==> config.mk <==
export PLATFORM = sky130hd
export DESIGN_NAME = fetch_stage_flat
export DESIGN_NICKNAME = d
export VERILOG_FILES = /design/src/rtl/fetch_stage_pkg.sv /design/src/rtl/fetch_stage_if.sv /design/src/rtl/fetch_fifo.sv /design/src/rtl/fetch_stage.sv /design/src/flat_wrapper.sv
export SDC_FILE = /design/constraint.sdc
export NUM_CORES = 1
export LEC_CHECK = 0
export BUFFER_PORTS_ARGS = -buffer_cell sky130_fd_sc_hd__buf_2
export CORE_MARGIN = 3
export CORE_UTILIZATION = 47
export CTS_CLUSTER_SIZE = 14
export DETAILED_ROUTE_END_ITERATION = 10
export GPL_TIMING_DRIVEN = 0
export PLACE_DENSITY = 0.81
export RECOVER_POWER = 25
export SLEW_MARGIN = 5
export SYNTH_ARGS = -nofsm -noshare
export SYNTH_HDL_FRONTEND = slang
export SYNTH_SLANG_ARGS = --single-unit
==> constraint.sdc <==
create_clock -name clk -period 4.7 [get_ports clk]
set_input_delay 0 -clock clk [delete_from_list [all_inputs] [get_ports clk]]
set_output_delay 0 -clock clk [all_outputs]
set_load 0.01 [all_outputs]
==> src/rtl/fetch_stage_pkg.sv <==
// Shared pipeline types for the fetch stage.
// Holds the IF/ID bundle, the NOP encoding and the fetch FSM states.
package fetch_stage_pkg;

   localparam logic [31:0] NOP_INSTR = 32'h0000_0013;

   typedef struct packed {
      logic [31:0] Curr_Pc;
      logic [31:0] Curr_Instr;
   } if_id_reg;

   typedef enum logic [1:0] {
      IDLE,
      WAIT_ACK,
      WAIT_STALE
   } fetch_state_e;

endpackage

==> src/rtl/fetch_stage_if.sv <==
// Instruction-memory request/ack bus.
// The fetch stage is the master; the memory is the slave.
interface fetch_stage_if #(
   parameter int PC_W = 9
);
   logic            imem_req;
   logic [PC_W-1:0] imem_addr;
   logic            imem_ack;
   logic [31:0]     imem_rdata;

   modport master (
      output imem_req,
      output imem_addr,
      input  imem_ack,
      input  imem_rdata
   );

   modport slave (
      input  imem_req,
      input  imem_addr,
      output imem_ack,
      output imem_rdata
   );
endinterface

==> src/rtl/fetch_fifo.sv <==
// Small FIFO holding fetched {pc, instr} pairs for decode.
// Zero-cycle read of the head entry; flush empties it in one cycle.
module fetch_fifo #(
   parameter int WIDTH = 41,
   parameter int DEPTH = 2,
   localparam int CNT_W = $clog2(DEPTH + 1),
   localparam int PTR_W = (DEPTH > 1) ? $clog2(DEPTH) : 1
) (
   input  logic             clk,
   input  logic             reset,
   input  logic             push,
   input  logic             pop,
   input  logic             flush,
   input  logic [WIDTH-1:0] din,
   output logic [WIDTH-1:0] head,
   output logic [CNT_W-1:0] count,
   output logic             empty
);

   logic [WIDTH-1:0] mem [DEPTH];
   logic [PTR_W-1:0] wr_ptr;
   logic [PTR_W-1:0] rd_ptr;
   logic             full;
   logic             do_push;
   logic             do_pop;

   function automatic logic [PTR_W-1:0] nxt(input logic [PTR_W-1:0] p);
      return (p == PTR_W'(DEPTH - 1)) ? '0 : p + 1'b1;
   endfunction

   assign empty   = (count == '0);
   assign full    = (count == CNT_W'(DEPTH));
   assign do_pop  = pop && !empty;
   assign do_push = push && (!full || do_pop);
   assign head    = mem[rd_ptr];

   // Storage array: written on push, no reset needed.
   always_ff @(posedge clk) begin
      if (do_push && !flush && !reset)
         mem[wr_ptr] <= din;
   end

   // Pointers and occupancy; flush and reset clear them.
   always_ff @(posedge clk) begin
      if (reset || flush) begin
         wr_ptr <= '0;
         rd_ptr <= '0;
         count  <= '0;
      end else begin
         if (do_push)
            wr_ptr <= nxt(wr_ptr);
         if (do_pop)
            rd_ptr <= nxt(rd_ptr);
         if (do_push && !do_pop)
            count <= count + 1'b1;
         else if (do_pop && !do_push)
            count <= count - 1'b1;
      end
   end

endmodule

==> src/rtl/fetch_stage.sv <==
// Instruction fetch: pc register, single-outstanding request FSM and
// a small buffer feeding decode, with redirect flush and stale-ack drop.
module fetch_stage
   import fetch_stage_pkg::*;
#(
   parameter int PC_W  = 9,
   parameter int DEPTH = 2
) (
   input  logic            clk,
   input  logic            reset,
   fetch_stage_if.master   imem,
   input  logic            redirect,
   input  logic [PC_W-1:0] redirect_pc,
   input  logic            stall,
   input  logic            halt,
   output if_id_reg        if_id,
   output logic            if_id_valid
);

   localparam int CNT_W = $clog2(DEPTH + 1);
   localparam int W     = PC_W + 32;

   fetch_state_e    state;
   fetch_state_e    state_n;
   logic [PC_W-1:0] pc;
   logic [PC_W-1:0] pc_n;
   logic [PC_W-1:0] addr_q;
   logic [PC_W-1:0] addr_n;
   logic            req;
   logic            push;
   logic            pop;
   logic            flush;
   logic            can_issue;
   logic [W-1:0]    head;
   logic [CNT_W-1:0] count;
   logic            empty;

   assign flush     = redirect && !reset;
   assign pop       = !empty && !stall && !redirect && !reset;
   assign can_issue = (count < CNT_W'(DEPTH)) || pop;

   assign imem.imem_req  = req;
   assign imem.imem_addr = (state == IDLE) ? pc : addr_q;

   assign if_id_valid = !empty;
   assign if_id.Curr_Pc    = empty ? 32'h0 : 32'(head[W-1:32]);
   assign if_id.Curr_Instr = empty ? NOP_INSTR : head[31:0];

   fetch_fifo #(
      .WIDTH (W),
      .DEPTH (DEPTH)
   ) u_fifo (
      .clk   (clk),
      .reset (reset),
      .push  (push),
      .pop   (pop),
      .flush (flush),
      .din   ({addr_q, imem.imem_rdata}),
      .head  (head),
      .count (count),
      .empty (empty)
   );

   // State, pc and in-flight address registers.
   always_ff @(posedge clk) begin
      if (reset) begin
         state  <= IDLE;
         pc     <= '0;
         addr_q <= '0;
      end else begin
         state  <= state_n;
         pc     <= pc_n;
         addr_q <= addr_n;
      end
   end

   // Next state, request strobe, push and pc update; redirect wins.
   always_comb begin
      state_n = state;
      pc_n    = pc;
      addr_n  = addr_q;
      req     = 1'b0;
      push    = 1'b0;
      unique case (state)
         IDLE: begin
            if (!redirect && !halt && can_issue) begin
               req     = 1'b1;
               addr_n  = pc;
               state_n = WAIT_ACK;
            end
         end
         WAIT_ACK: begin
            req = 1'b1;
            if (redirect) begin
               state_n = imem.imem_ack ? IDLE : WAIT_STALE;
            end else if (imem.imem_ack) begin
               push    = 1'b1;
               pc_n    = pc + PC_W'(4);
               state_n = IDLE;
            end
         end
         WAIT_STALE: begin
            req = 1'b1;
            if (imem.imem_ack)
               state_n = IDLE;
         end
         default: state_n = IDLE;
      endcase
      if (redirect)
         pc_n = redirect_pc & ~PC_W'(3);
      if (reset) begin
         req  = 1'b0;
         push = 1'b0;
      end
   end

endmodule

==> src/flat_wrapper.sv <==
// flat-port wrapper written by rule: the top's interface ports become plain ports
module fetch_stage_flat import fetch_stage_pkg::*;
#(
   parameter int PC_W  = 9,
   parameter int DEPTH = 2
)
  (clk, reset, redirect, redirect_pc, stall, halt, if_id, if_id_valid, imem_imem_req, imem_imem_addr, imem_imem_ack, imem_imem_rdata);
  fetch_stage_if #(.PC_W(PC_W)) imem_i ();
  input  logic clk;
  input  logic reset;
  input  logic redirect;
  input  logic [PC_W-1:0] redirect_pc;
  input  logic stall;
  input  logic halt;
  output if_id_reg if_id;
  output logic if_id_valid;
  output wire logic [$bits(imem_i.imem_req)-1:0] imem_imem_req;
  output wire logic [$bits(imem_i.imem_addr)-1:0] imem_imem_addr;
  input wire logic [$bits(imem_i.imem_ack)-1:0] imem_imem_ack;
  input wire logic [$bits(imem_i.imem_rdata)-1:0] imem_imem_rdata;
  assign imem_imem_req = imem_i.imem_req;
  assign imem_imem_addr = imem_i.imem_addr;
  assign imem_i.imem_ack = imem_imem_ack;
  assign imem_i.imem_rdata = imem_imem_rdata;
  fetch_stage #(.PC_W(PC_W), .DEPTH(DEPTH)) u_core (.clk(clk), .reset(reset), .imem(imem_i), .redirect(redirect), .redirect_pc(redirect_pc), .stall(stall), .halt(halt), .if_id(if_id), .if_id_valid(if_id_valid));
endmodule
# Yosys cells after proc, flatten, opt, wreduce, memory -nomap -nowiden
# Memory sizes are Yosys's and may differ from the RTL's. A register that Yosys moved wholly into a read port is not among the register bits.
# Index checks and enable logic that the tools add are counted.
# totals
memories,1
elab_cells,78
ram_bits,82
latchBits,0
reg_bits,24
rom_bits,0
# mem_list
name,depth,word_bits,rd,rd_clocked_by_memory_dff,write_ports,line_no,text
u_core.u_fifo.mem,2,41,1,1,1,fetch_fifo.sv:20,logic [WIDTH-1:0] mem [DEPTH];
# op_classes
n_mul,0
n_bitwise,0
n_reduce_logical,34
eq_ne,4
n_mux,26
div,0
shift,0
add_sub_neg,5
order_cmp,1
# op_table
operator,n
9-bit two-way mux,5
32-bit two-way mux,1
1-bit logical AND,12
1-bit two-way mux,12
2-bit two-way mux,6
"9-bit by 3-bit adder with 9-bit output, second input constant",1
1-bit zero test,9
2-bit case mux with 3 select lines,1
2-bit AND reduction,3
2-bit nonzero test,3
"2-bit == test, second input constant",2
2-bit zero test,2
2-bit OR reduction,2
1-bit logical OR,3
"1-bit adder, second input constant",2
"2-bit by 1-bit adder with 2-bit output, second input constant",1
"2-bit by 1-bit == test with 1-bit output, second input constant",1
"2-bit less-than comparator, second input constant",1
"2-bit inequality test, second input constant",1
1-bit case mux with 2 select lines,1
"2-bit by 1-bit subtractor with 2-bit output, second input constant",1

# Logic depth before layout (Yosys ltp)
# Gate-level depths: netlist (run 1).
# logic_depth
depth_word,12
ltp_mapped,8
mapped_depth_nobuf,8

# Cells and area by module
# A second synthesis (run 1) with hierarchy kept.
# hier_totals
cells_unflattened,329
area_unflattened_um2,4575.6
# modules_own_cells
module,area_each_um2,cells_per_inst,instances,seq_area_each_um2
fetch_fifo,3184.3,153,1,2562.5
fetch_stage,1391.3,176,1,320.3

# Worst setup path before layout (run 1)
# OpenSTA, ideal clock, no wires.
# synth_path
kind,register -> register
start,reg u_core.state[1]
end,"mem u_core.u_fifo.mem[0][0], enable pin"
n_path_buf,0
arrival_ns,4.530
path_stages_with_launch,5
period_less_slack_ns,5.062
setup_slack_ns,-0.362
path_cell_list,dfxtp_1 inv_1 ha_1 nand2_1 nor4_1
# synth_between
elab_chain_len,8
# synth_lines
item,line_no,text
from (decl),fetch_stage.sv:23,fetch_state_e state;
from (signal assigned),fetch_stage.sv:71,state <= state_n;
2-bit by 1-bit == test with 1-bit output,fetch_stage.sv:84,unique case (state)
1-bit two-way mux,fetch_stage.sv:84,
1-bit two-way mux,fetch_stage.sv:111,if (reset) begin
1-bit logical AND,fetch_fifo.sv:34,assign do_push = push && (!full || do_pop);
1-bit logical AND (2 in series),fetch_fifo.sv:39,if (do_push && !flush && !reset)
1-bit two-way mux,fetch_fifo.sv:39,
1-bit two-way mux (implied by the code),fetch_fifo.sv:40,mem[wr_ptr] <= din;
to (decl),fetch_fifo.sv:20,
# Every way passes these cells.

# Worst setup path after layout (run 1)
# layout_path
start,reg u_core.state[1]
end,"mem u_core.u_fifo.mem[1][23], enable pin"
# layout_between
elab_chain_len,8
# layout_lines
item,line_no,text
2-bit by 1-bit == test with 1-bit output,fetch_stage.sv:84,
1-bit two-way mux,fetch_stage.sv:84,
1-bit two-way mux,fetch_stage.sv:111,
1-bit logical AND,fetch_fifo.sv:34,
via u_core.u_fifo.do_push,fetch_fifo.sv:24,logic do_push;
1-bit logical AND (2 in series),fetch_fifo.sv:39,
1-bit two-way mux,fetch_fifo.sv:39,
1-bit two-way mux (implied by the code),fetch_fifo.sv:40,
# The timed path passes the listed nets, and every way through them passes these cells.

==> summary.txt, run 1 <==
Timing
  • Minimum clock period: 2.26 ns
  • Final Cycle Share: 0.481
  • Final Hold Viols: 0
  • Setup_tns: 0 ns
  • Max Clock Skew: 0.0152 ns
  • Max_slew headroom: 0.666
  • Final setup violation count: 0
  • Fin Hold WS: 0.0387 ns
  • RSZ-0062 raised after global routing: false
  • Fin. max-slew vios: 0
  • Max Freq: 0.442 GHz
  • Slew @ Worst Pin: 0.501 ns

Power
  • Power Internal: 1.33 mW
  • Sw power: 368 µW
  • PwrDens: 298 nW/µm²
  • Peak VDD IR: 150 µV
  • Seq pwr share: 0.566
  • Clk pwr share: 0.347
  • Combinational Power Share: 0.087
  • Leakage: 2.25 nW
  • Net Sw Frac: 0.217

Clocking
  • Clock root buffer: clkbuf_8
  • TritonCTS clock tree: yes
  • TritonCTS sink count: 99
  • Clock Latency Late Sink: 0.35 ns
  • Post-cts sizing count: 0
  • Max Root-Sink Buffers: 2
  • Post CTS Setup Buffer Count: 0
  • Reg clk slew, reported paths: 0.10 ns
  • H-tree levels: 3
  • Clock buffer count from CTS: 9

Die
  • Die Y: 102 µm
  • Rows: 34
  • I/O pins: 122
  • Initial Utilization: 0.490
  • Core Region: 8850 µm²
  • Die area: 10400 µm²
  • Die width: 102 µm

Critical path
  • Slowest cell on crit path: and2_2
  • Worst r2r dst: u_core.u_fifo.mem[1][23]
  • CP Launch Type: flip-flop
  • Critical Path Sink Type: flip-flop
  • Crit path to: u_core.u_fifo.mem[1][23]
  • Critical path origin: u_core.state[1]
  • Reg2Reg Depth: 6
  • WP data required: 4.75 ns
  • Reg2reg start: u_core.state[1]
  • Largest stage delay, worst path: 0.42 ns
  • Critical-path maximum fanout: 28
  • Crit path kind: flip-flop to flip-flop
  • Reg2reg setup slack: 2.44 ns
  • Critical-path cell list: inv_1 > ha_1 > nand2_1 > nor3_1 > and2_2 > buf_12
  • Arrival time of the worst setup path: 2.31 ns

Run status
  • Status: finished clean

GRT
  • Pin count of the biggest net entering global routing: 29
  • Grt total ovfl: 0
  • Vias in the first global route: 2952
  • Total global routing track utilization: 0.172
  • Initial antenna violation count: 0
  • First-pass GRT wire length: 13.8 mm

Synthesis
  • Syn Area/Cell: 13.0 µm²
  • Post-Syn Instances: 334
  • Register area share after synthesis: 0.637
  • Library cells used by synthesis: 43
  • Synthesis-stage register bit count: 99
  • Fraction of registers with async set/reset: 0
  • Post-Syn Area: 4340 µm²
  • Post-synth EDFFs: 78
  • YS warnings: 0
  • Main synth FF type: edfxtp_1

Cells and area
  • Most frequent cells in the layout: 78 x edfxtp_1, 77 x buf_2, 46 x mux2i_1
  • Final std cells w/o fill: 621
  • Area growth syn-to-layout: 31.5%
  • Post-route design area: 5700 µm²
  • Fillers: 700
  • Footprint of the multi-input gates: 1380 µm²
  • Final antenna diode count: 0
  • Layout cells sized above 1: 0.267
  • Fin nets: 561
  • Commonest non-fill, non-tap cell in the layout: edfxtp_1
  • Register area: 2760 µm²

Placement
  • Detail Placement HPWL: 6.08 mm
  • Dpl cell area: 5100 µm²
  • GPL Wtd Cong: 0.817
  • I/O Buffers: 92
  • Cells after DPL: 564

Detailed routing
  • Via/cell ratio: 4.90
  • Routed via count: 3044
  • Per-cell routed wire length: 14.6 µm
  • First-pass DRT Iterations: 5
  • Remaining antenna violation count after routing: 0
  • DRC: 0
  • 1st-iter DRT viols: 80
  • Routed WL: 9.05 mm

Worst hold path
  • Hold Path Class: input pin to flip-flop

Run
  • Max-cap violations: 0
==> power groups by stage <==
| stage | Clock [mW] | Sequential (mW) | Combinational, mW |
|---|---|---|---|
| 2_1_floorplan | 0 | 0.980 | 0.0770 |
| 3_3_place_gp | 0 | 0.982 | 0.115 |
| 3_5_place_dp | 0 | 0.983 | 0.120 |
| 4_1_cts | 0.597 | 0.963 | 0.148 |
| 5_1_grt | 0.628 | 0.965 | 0.162 |
| 6_report | 0.589 | 0.963 | 0.148 |
==> timing repair <==
| item | CTS | global route |
|---|---|---|
| hold endpoints to repair | 74 | 0 |
| setup endpoints to repair | 0 | 0 |
| hold buffers | 41 | 0 |
==> synthesized netlist by cell type, types with 2 or more instances <==
library cell / count / area [µm²]
edfxtp_1: 78 / 2340
mux2i_1: 46 / 460
nor2_1: 42 / 158
buf_4: 28 / 210
nand2_1: 22 / 82.6
dfxtp_1: 21 / 420
inv_1: 9 / 33.8
o21ai_0: 8 / 40.0
or3_1: 8 / 50.1
buf_2: 7 / 35.0
mux2_2: 7 / 78.8
ha_1: 6 / 75.1
a21oi_1: 5 / 25.0
nor2b_1: 4 / 25.0
a311oi_1: 3 / 26.3
buf_1: 3 / 11.3
clkbuf_1: 3 / 11.3
nor3_1: 3 / 15.0
o21a_1: 3 / 22.5
and3_1: 2 / 12.5
nand3_1: 2 / 10.0
xnor2_1: 2 / 17.5
xor2_1: 2 / 17.5
==> how the worst min path moves through the flow <==
stage | cells after the start | start | slack [ns] | endpoint
floorplan | 0 | imem_imem_rdata[0] | 0.1 | u_core.u_fifo.mem[0][0]
global placement | 1 | imem_imem_rdata[24] | 0.19 | u_core.u_fifo.mem[1][24]
detailed placement | 1 | imem_imem_rdata[24] | 0.19 | u_core.u_fifo.mem[0][24]
CTS | 4 | imem_imem_ack | 0.02 | u_core.state[0]
global route | 3 | redirect | 0.08 | u_core.state[0]
finish | 4 | imem_imem_ack | 0.04 | u_core.state[0]
==> cell type report <==
type | instances | area share
inverters | 9 | 0.00592
multi-input cells | 210 | 0.242
well taps | 108 | 0.0237
clock buffers | 10 | 0.0224
repair buffers | 137 | 0.158
clock inverters | 6 | 0.0156
plain buffers | 42 | 0.0478
flip-flops and latches | 99 | 0.484
==> metal layers <==
layer  wire length (µm)  GRT usage  vias up
met1               3700      0.198     1431
met5                  0          0        -
met2               4740      0.320      104
met3                479     0.0307       13
met4                135     0.0565        0
li1                   -          -     1496
==> metrics by stage <==
step / worst slack (ns) / util / total power [mW]
6_report: 2.44 / 0.645 / 1.70
5_1_grt: 2.22 / 0.645 / 1.76
4_1_cts: 2.44 / 0.648 / 1.71
3_5_place_dp: 2.47 / 0.577 / 1.10
3_3_place_gp: -0.0166 / 0.569 / 1.10
2_1_floorplan: 1.28 / - / 1.06
==> logic make-up after synthesis <==
| kind of cell | after synthesis | synth area share |
|---|---|---|
| and+or+nand+nor | 91 | 0.0955 |
| xor gates and xnor gates | 4 | 0.00808 |
| adders and majority gates | 6 | 0.0173 |
| DFF | 99 | 0.637 |
| other | 1 | 0.000865 |
| muxes | 53 | 0.124 |
| AOI/OAI and AO/OA | 29 | 0.0462 |
| buffers and inverters | 51 | 0.0707 |
==> registers in the layout, indices dropped and copies added, names as in the netlist, named ones only <==
name and cells:
u_core.addr_q 7, u_core.u_fifo.mem 78, u_core.state 2, u_core.pc 7, u_core.u_fifo.count 2, u_core.u_fifo.rd_ptr 1, u_core.u_fifo.wr_ptr 1
==> critical path, delay by kind of cell (launching register included) <==
family	cells	cell delay, ns
buf+inv	2	0.34
flops	1	0.37
simple gates	3	0.92
fa+ha+maj	1	0.30
No activity file was read; power rests on OpenSTA's default activity.
==> run 2: changes to the inputs <==
--- a/config.mk
+++ b/config.mk
@@ -5,13 +5,14 @@
 export SDC_FILE = /design/constraint.sdc
 export NUM_CORES = 1
 export LEC_CHECK = 0
+export ABC_AREA = 1
 export BUFFER_PORTS_ARGS = -buffer_cell sky130_fd_sc_hd__buf_2
 export CORE_MARGIN = 3
-export CORE_UTILIZATION = 47
+export CORE_UTILIZATION = 52
 export CTS_CLUSTER_SIZE = 14
 export DETAILED_ROUTE_END_ITERATION = 10
 export GPL_TIMING_DRIVEN = 0
-export PLACE_DENSITY = 0.81
+export PLACE_DENSITY = 0.85
 export RECOVER_POWER = 25
 export SLEW_MARGIN = 5
 export SYNTH_ARGS = -nofsm -noshare
==> constraint.sdc (replaced) <==
create_clock -name clk -period 2.25 [get_ports clk]
set_input_delay 0 -clock clk [delete_from_list [all_inputs] [get_ports clk]]
set_output_delay 0 -clock clk [all_outputs]
set_load 0.01 [all_outputs]
==> summary.txt, run 2 <==
Critical path
  • Reg2reg start: u_core.state[1] (unchanged)
  • Crit path kind: flip-flop to flip-flop (unchanged)
  • Critical Path Sink Type: flip-flop (unchanged)
  • Reg2Reg Depth: 11 (was 6)
  • Arrival time of the worst setup path: 2.31 ns (about the same)
  • Critical path origin: u_core.state[1] (unchanged)
  • CP Launch Type: flip-flop (unchanged)
  • Critical-path maximum fanout: 5 (was 28)
  • WP data required: 2.51 ns (was 4.75 ns)

Power
  • Leakage: 2.44 nW (was 2.25 nW)
  • Seq pwr share: 0.539 (was 0.566)
  • Net Sw Frac: 0.289 (was 0.217)
  • Sw power: 1.13 mW (was 368 µW)
  • Power Internal: 2.78 mW (was 1.33 mW)
  • PwrDens: 684 nW/µm² (was 298 nW/µm²)
  • Combinational Power Share: 0.191 (was 0.087)
  • Peak VDD IR: 380 µV (was 150 µV)
  • Clk pwr share: 0.270 (was 0.347)

Synthesis
  • Post-synthesis mux area share: 0 (was 0.124)
  • Library cells used by synthesis: 28 (was 43)
  • Syn Area/Cell: 10.1 µm² (was 13.0 µm²)
  • Compound-Gate Fraction of Synth Area: 0.0787 (was 0.0462)
  • Fraction of registers with async set/reset: 0 (unchanged)
  • Register area share after synthesis: 0.629 (was 0.637)
  • Xor/xnor share of the synthesized area: 0.00598 (was 0.00808)
  • YS warnings: 0 (unchanged)
  • Synthesis-stage register bit count: 99 (unchanged)
  • Largest cells by area after synthesis: edfxtp_1 53%, nand2_1 11%, dfxtp_1 9.6% (was edfxtp_1 54%, mux2i_1 11%, dfxtp_1 9.7%)
  • Share of the synthesized area in the top cell type: 0.533 (was 0.540)
  • Yosys top cell by area: edfxtp_1 (unchanged)
  • Count leader, synth: nand2_1 (was edfxtp_1)
  • Adder-Cell Fraction of Synth Area: 0.0171 (was 0.0173)
  • Largest family of logic cells by synthesized area: simple AND/OR/NAND/NOR gates (was multiplexers)
  • Post-synth top cells: 125 x nand2_1, 78 x edfxtp_1, 45 x a21oi_1 (was 78 x edfxtp_1, 46 x mux2i_1, 42 x nor2_1)
  • Simple-Gate Fraction of Synth Area: 0.173 (was 0.0955)
  • Post-Syn Area: 4390 µm² (was 4340 µm²)
  • Post-Syn Instances: 435 (was 334)
  • Main synth FF type: edfxtp_1 (unchanged)
  • Post-synth EDFFs: 78 (unchanged)

Timing
  • Max Clock Skew: 0.0162 ns (was 0.0152 ns)
  • RSZ-0062 raised after global routing: false (unchanged)
  • Max_slew headroom: 0.602 (was 0.666)
  • Final Hold Viols: 0 (unchanged)
  • Minimum clock period: 2.05 ns (was 2.26 ns)
  • Final Cycle Share: 0.910 (was 0.481)
  • Max Freq: 0.488 GHz (was 0.442 GHz)
  • Final setup violation count: 0 (unchanged)
  • Slew @ Worst Pin: 0.596 ns (was 0.501 ns)
  • Setup_tns: 0 ns (unchanged)
  • Fin. max-slew vios: 0 (unchanged)

Detailed routing
  • Routed WL: 9.92 mm (was 9.05 mm)
  • Routed via count: 3505 (was 3044)
  • First-pass DRT Iterations: 5 (unchanged)
  • Via/cell ratio: 4.90 (about the same)
  • Per-cell routed wire length: 13.9 µm (was 14.6 µm)
  • 1st-iter DRT viols: 149 (was 80)
  • DRC: 0 (unchanged)
  • Remaining antenna violation count after routing: 0 (unchanged)

Cells and area
  • Fillers: 538 (was 700)
  • Register with the most flip-flops: u_core.u_fifo.mem (unchanged)
  • Register area: 2760 µm² (unchanged)
  • Area growth syn-to-layout: 30.2% (was 31.5%)
  • Layout cells sized above 1: 0.225 (was 0.267)
  • Final core occ: 0.718 (was 0.645)
  • Max reg flops: 78 (unchanged)
  • Commonest non-fill, non-tap cell in the layout: nand2_1 (was edfxtp_1)
  • Fin nets: 661 (was 561)
  • Top Registers: u_core.u_fifo.mem (78), u_core.addr_q (7), u_core.pc (7) (unchanged)
  • Footprint of the multi-input gates: 1350 µm² (was 1380 µm²)
  • Final std cells w/o fill: 715 (was 621)
  • Most frequent cells in the layout: 123 x nand2_1, 78 x buf_2, 78 x edfxtp_1 (was 78 x edfxtp_1, 77 x buf_2, 46 x mux2i_1)
  • Final antenna diode count: 0 (unchanged)

Die
  • Core Region: 7970 µm² (was 8850 µm²)
  • Initial Utilization: 0.551 (was 0.490)
  • Rows: 32 (was 34)
  • Die width: 97.9 µm (was 102 µm)
  • Die area: 9580 µm² (was 10400 µm²)
  • Die Y: 97.9 µm (was 102 µm)
  • I/O pins: 122 (unchanged)

Clocking
  • Reg clk slew, reported paths: 0.09 ns (was 0.10 ns)
  • TritonCTS sink count: 99 (unchanged)
  • TritonCTS clock tree: yes (unchanged)
  • Max Root-Sink Buffers: 2 (unchanged)
  • Clock buffer count from CTS: 9 (unchanged)
  • Clock Latency Late Sink: 0.37 ns (was 0.35 ns)
  • Clock root buffer: clkbuf_8 (unchanged)
  • H-tree levels: 3 (unchanged)

GRT
  • First-pass GRT wire length: 15.8 mm (was 13.8 mm)
  • Initial antenna violation count: 0 (unchanged)
  • Total global routing track utilization: 0.205 (was 0.172)
  • Vias in the first global route: 3408 (was 2952)
  • Grt total ovfl: 0 (unchanged)
  • Pin count of the biggest net entering global routing: 40 (was 29)

Placement
  • GPL Wtd Cong: 0.846 (was 0.817)
  • Cells after DPL: 655 (was 564)
  • I/O Buffers: 92 (unchanged)
  • Detail Placement HPWL: 6.52 mm (was 6.08 mm)

Run status
  • Status: finished clean (unchanged)

Worst hold path
  • Hold Path Class: input pin to flip-flop (unchanged)
  • Hold depth: 5 (was 4)
  • Hold wc startpoint: halt (was imem_imem_ack)

Run
  • Max-cap violations: 0 (unchanged)
run 2: changes by cell type after synthesis, moves of 6 or more:
cell     change
a21oi_1     +40
inv_1       +29
mux2_2       -7
mux2i_1     -46
nand2_1    +103
nand3_1     +11
nand4_1      +6
nor2_1      -20
o21ai_0      +9
or3_1        -8
run 2: per-layer routing:
metal	vias to the layer above	routed length, µm	global-route usage
met4	0	107	0.0596
met1	1626	4000	0.252
met2	125	5140	0.369
met5	-	0	0
li1	1740	-	-
met3	14	675	0.0371
run 2: path summary, 6_finish.rpt:
check | endpoint | slack [ns]
setup / recovery | u_core.u_fifo.count[1] | 0.20
hold / removal | u_core.addr_q[7] | 0.05
setup reg to reg | u_core.u_fifo.count[1] | 0.20
hold reg to reg | u_core.u_fifo.mem[0][40] | 0.46
run 2: timing repair:
item / CTS / global route
hold endpoints to repair: 76 / 0
hold buffers: 41 / 0
pin swaps: 1 / 2
buffers inserted: 1 / 1
cloned: 1 / 0
endpoints found under the setup margin: 79 / 39
gates resized for setup: 4 / 5
run 2: power by group through the flow:
stage	logic, mW	registers (mW)	clock network (mW)
global route	0.844	2.12	1.16
finish	0.748	2.11	1.06
floorplan	0.462	2.14	0
global placement	0.640	2.14	0
detailed placement	0.664	2.15	0
CTS	0.735	2.11	1.08
run 2: critical path, stage by stage, from the launching register on:
cell	delay [ns]
dfxtp_1	0.36
inv_2	0.09
ha_2	0.20
nand2_2	0.11
nor3_4	0.27
nand2_4	0.12
inv_1	0.11
ha_1	0.26
a21oi_1	0.12
o21ai_0	0.13
nor2_1	0.12
nor2_1	0.05
run 2: cell families after synthesis:
family                   Yosys count
AND/OR/NAND/NOR                  177
flip-flops                        99
buffers and inverters             82
AO/OA/AOI/OAI                     67
adder cells (fa/ha/maj)            6
XOR/XNOR                           3
other                              1
run 2: area by class of cell:
class | count | share of cell area
Buffer | 43 | 0.0475
Tap cell | 102 | 0.0223
Sequential cell | 99 | 0.483
Inverter | 39 | 0.0260
Clock buffer | 9 | 0.0217
Timing Repair Buffer | 135 | 0.153
Clock inverter | 7 | 0.0107
Multi-Input combinational cell | 281 | 0.236
run 2: stage by stage:
stage	total power [mW]	setup WS (ns)	instance area [µm²]	hold WS [ns]
CTS	3.92	0.0525	5720	0.0251
global route	4.12	0.0296	5720	0.0700
floorplan	2.60	0.0201	4500	0.0691
global placement	2.78	-0.616	5080	0.189
finish	3.91	0.202	5720	0.0463
detailed placement	2.81	-0.404	5080	0.194
==> run 3: changes to the inputs <==
--- a/config.mk
+++ b/config.mk
@@ -7,6 +7,7 @@
 export LEC_CHECK = 0
 export ABC_AREA = 1
 export BUFFER_PORTS_ARGS = -buffer_cell sky130_fd_sc_hd__buf_2
+export CORE_ASPECT_RATIO = 0.5
 export CORE_MARGIN = 3
 export CORE_UTILIZATION = 52
 export CTS_CLUSTER_SIZE = 14
==> constraint.sdc (replaced) <==
create_clock -name clk -period 2.3 [get_ports clk]
set_input_delay 0 -clock clk [delete_from_list [all_inputs] [get_ports clk]]
set_output_delay 0 -clock clk [all_outputs]
set_load 0.01 [all_outputs]
==> summary.txt, run 3 (synthesized netlist as in run 2, its figures left out) <==
Power
  • Peak VDD IR: 501 µV (was 380 µV)
  • PwrDens: 736 nW/µm² (was 684 nW/µm²)
  • Leakage: 2.48 nW (was 2.44 nW)
  • Total power: 4.27 mW (was 3.91 mW)

Timing
  • Final Hold Viols: 0 (unchanged)
  • Final Cycle Share: 0.961 (was 0.910)
  • Setup WS post-layout: 0.0888 ns (was 0.202 ns)
  • Slew @ Worst Pin: 0.706 ns (was 0.596 ns)
  • Max Freq: 0.452 GHz (was 0.488 GHz)
  • Max_slew headroom: 0.529 (was 0.602)
  • Setup_tns: 0 ns (unchanged)
  • Max Clock Skew: 0.00766 ns (was 0.0162 ns)
  • Fin. max-slew vios: 0 (unchanged)
  • Final setup violation count: 0 (unchanged)
  • Minimum clock period: 2.21 ns (was 2.05 ns)

Cells and area
  • Top Registers: u_core.u_fifo.mem (78), u_core.addr_q (7), u_core.pc (7) (unchanged)
  • Register area: 2760 µm² (unchanged)
  • Post-route design area: 5790 µm² (was 5720 µm²)
  • Register with the most flip-flops: u_core.u_fifo.mem (unchanged)
  • Fillers: 530 (was 538)
  • Area growth syn-to-layout: 31.9% (was 30.2%)
  • Most frequent cells in the layout: 123 x nand2_1, 84 x buf_2, 78 x edfxtp_1 (was 123 x nand2_1, 78 x buf_2, 78 x edfxtp_1)
  • Footprint of the multi-input gates: 1350 µm² (unchanged)
  • Commonest non-fill, non-tap cell in the layout: nand2_1 (unchanged)
  • Final antenna diode count: 0 (unchanged)
  • Fin nets: 657 (was 661)
  • Layout cells sized above 1: 0.235 (was 0.225)
  • Max reg flops: 78 (unchanged)

Placement
  • GPL Wtd Cong: 0.863 (was 0.846)
  • Dpl cell area: 5090 µm² (was 5080 µm²)
  • Detail Placement HPWL: 6.20 mm (was 6.52 mm)
  • I/O Buffers: 92 (unchanged)
  • Placement-stage worst setup slack: -0.280 ns (was -0.404 ns)

GRT
  • Vias in the first global route: 3324 (was 3408)
  • Pin count of the biggest net entering global routing: 40 (unchanged)
  • Grt total ovfl: 0 (unchanged)
  • Initial antenna violation count: 0 (unchanged)
  • First-pass GRT wire length: 16.0 mm (was 15.8 mm)
  • Total global routing track utilization: 0.215 (was 0.205)

Critical path
  • Critical path origin: u_core.state[1] (unchanged)
  • Critical-path cell list: inv_1 > ha_2 > nand2_2 > nor3_4 > nand2_4 > inv_2 > ha_1 > a21oi_1 > o21ai_0 > nand2_1 > nand2_1 > nor2_1 (was inv_2 > ha_2 > nand2_2 > nor3_4 > nand2_4 > inv_1 > ha_1 > a21oi_1 > o21ai_0 > nor2_1 > nor2_1)
  • Critical Path Sink Type: flip-flop (unchanged)
  • Crit path top cell by count: nand2_1 (was nor2_1)
  • Crit path kind: flip-flop to flip-flop (unchanged)
  • Largest stage delay, worst path: 0.35 ns (was 0.36 ns)
  • CP Launch Type: flip-flop (unchanged)
  • Critical-path maximum fanout: 5 (unchanged)
  • Arrival time of the worst setup path: 2.48 ns (was 2.31 ns)
  • Reg2reg setup slack: 0.09 ns (was 0.20 ns)
  • WP data required: 2.57 ns (was 2.51 ns)
  • Reg2reg start: u_core.state[1] (unchanged)
  • Slowest cell on crit path: dfxtp_1 (unchanged)

Die
  • Die Y: 71.0 µm (was 97.9 µm)
  • I/O pins: 122 (unchanged)
  • Core Region: 7760 µm² (was 7970 µm²)
  • Die area: 9650 µm² (was 9580 µm²)
  • Rows: 22 (was 32)
  • Initial Utilization: 0.566 (was 0.551)
  • Die width: 136 µm (was 97.9 µm)

Clocking
  • H-tree levels: 3 (unchanged)
  • TritonCTS clock tree: yes (unchanged)
  • Reg clk slew, reported paths: 0.06 ns (was 0.09 ns)
  • Clock Latency Late Sink: 0.34 ns (was 0.37 ns)
  • TritonCTS sink count: 99 (unchanged)
  • Clock root buffer: clkbuf_16 (was clkbuf_8)
  • Max Root-Sink Buffers: 2 (unchanged)
  • Clock buffer count from CTS: 9 (unchanged)
  • Post CTS Setup Buffer Count: 0 (was 1)

Detailed routing
  • Routed WL: 10.4 mm (was 9.92 mm)
  • First-pass DRT Iterations: 4 (was 5)
  • Remaining antenna violation count after routing: 0 (unchanged)
  • Via/cell ratio: 4.90 (about the same)
  • Per-cell routed wire length: 14.5 µm (was 13.9 µm)
  • 1st-iter DRT viols: 233 (was 149)
  • DRC: 0 (unchanged)
  • Routed via count: 3511 (was 3505)

Worst hold path
  • Hold Path Class: input pin to flip-flop (unchanged)
  • Hold wc startpoint: redirect_pc[7] (was halt)

Run
  • Max-cap violations: 0 (unchanged)

Run status
  • Status: finished clean (unchanged)
==> run 3: path summary, 6_finish.rpt <==
check	to	cells past startpoint
worst min register to register	u_core.u_fifo.mem[1][36]	0
worst min-delay path	u_core.pc[7]	5
worst max register to register	u_core.u_fifo.count[1]	12
worst max-delay path	u_core.u_fifo.count[1]	12
==> run 3: metrics by stage <==
step / hold slack [ns] / utilization / std cells
5_1_grt: 0.0577 / 0.746 / 717
6_report: 0.0153 / 0.746 / 717
3_5_place_dp: 0.191 / 0.656 / 661
2_1_floorplan: 0.0691 / - / 461
3_3_place_gp: 0.188 / 0.656 / 661
4_1_cts: 0.00662 / 0.746 / 717
==> run 3: timing repair <==
| action | in CTS | in global routing |
|---|---|---|
| setup endpoints to repair | 79 | 80 |
| pin swaps | 1 | 2 |
| resized for setup | 2 | 7 |
| hold buffers | 39 | 0 |
| cloned | 1 | 0 |
| endpoints found under the hold margin | 73 | 0 |
==> run 3: layout make-up <==
| cell class | count | area share |
|---|---|---|
| Clock inverter | 7 | 0.0114 |
| Timing Repair Buffer | 131 | 0.144 |
| Tap cell | 108 | 0.0233 |
| Inverter | 39 | 0.0255 |
| Buffer | 43 | 0.0469 |
| Clock buffer | 9 | 0.0389 |
| Sequential cell | 99 | 0.477 |
| Multi-Input combinational cell | 281 | 0.233 |
==> run 3: where the power goes <==
| group | internal [mW] | switching, mW |
|---|---|---|
| Combinational | 0.286 | 0.437 |
| Clock | 0.837 | 0.641 |
| Sequential | 2.02 | 0.0501 |
==> run 3: critical path: cells and delay by family (launching register included) <==
kind	cells	cell delay, ns
adders and majority gates	2	0.49
buffers and inverters	2	0.21
DFF	1	0.35
and+or+nand+nor	6	0.78
AOI/OAI and AO/OA	2	0.31
==> run 3: metal layers <==
layer	vias up	global-route usage	wire length, µm
li1	1730	-	-
met1	1647	0.248	4150
met2	116	0.389	5360
met3	18	0.0568	672
met4	0	0.0793	195
met5	-	0	0
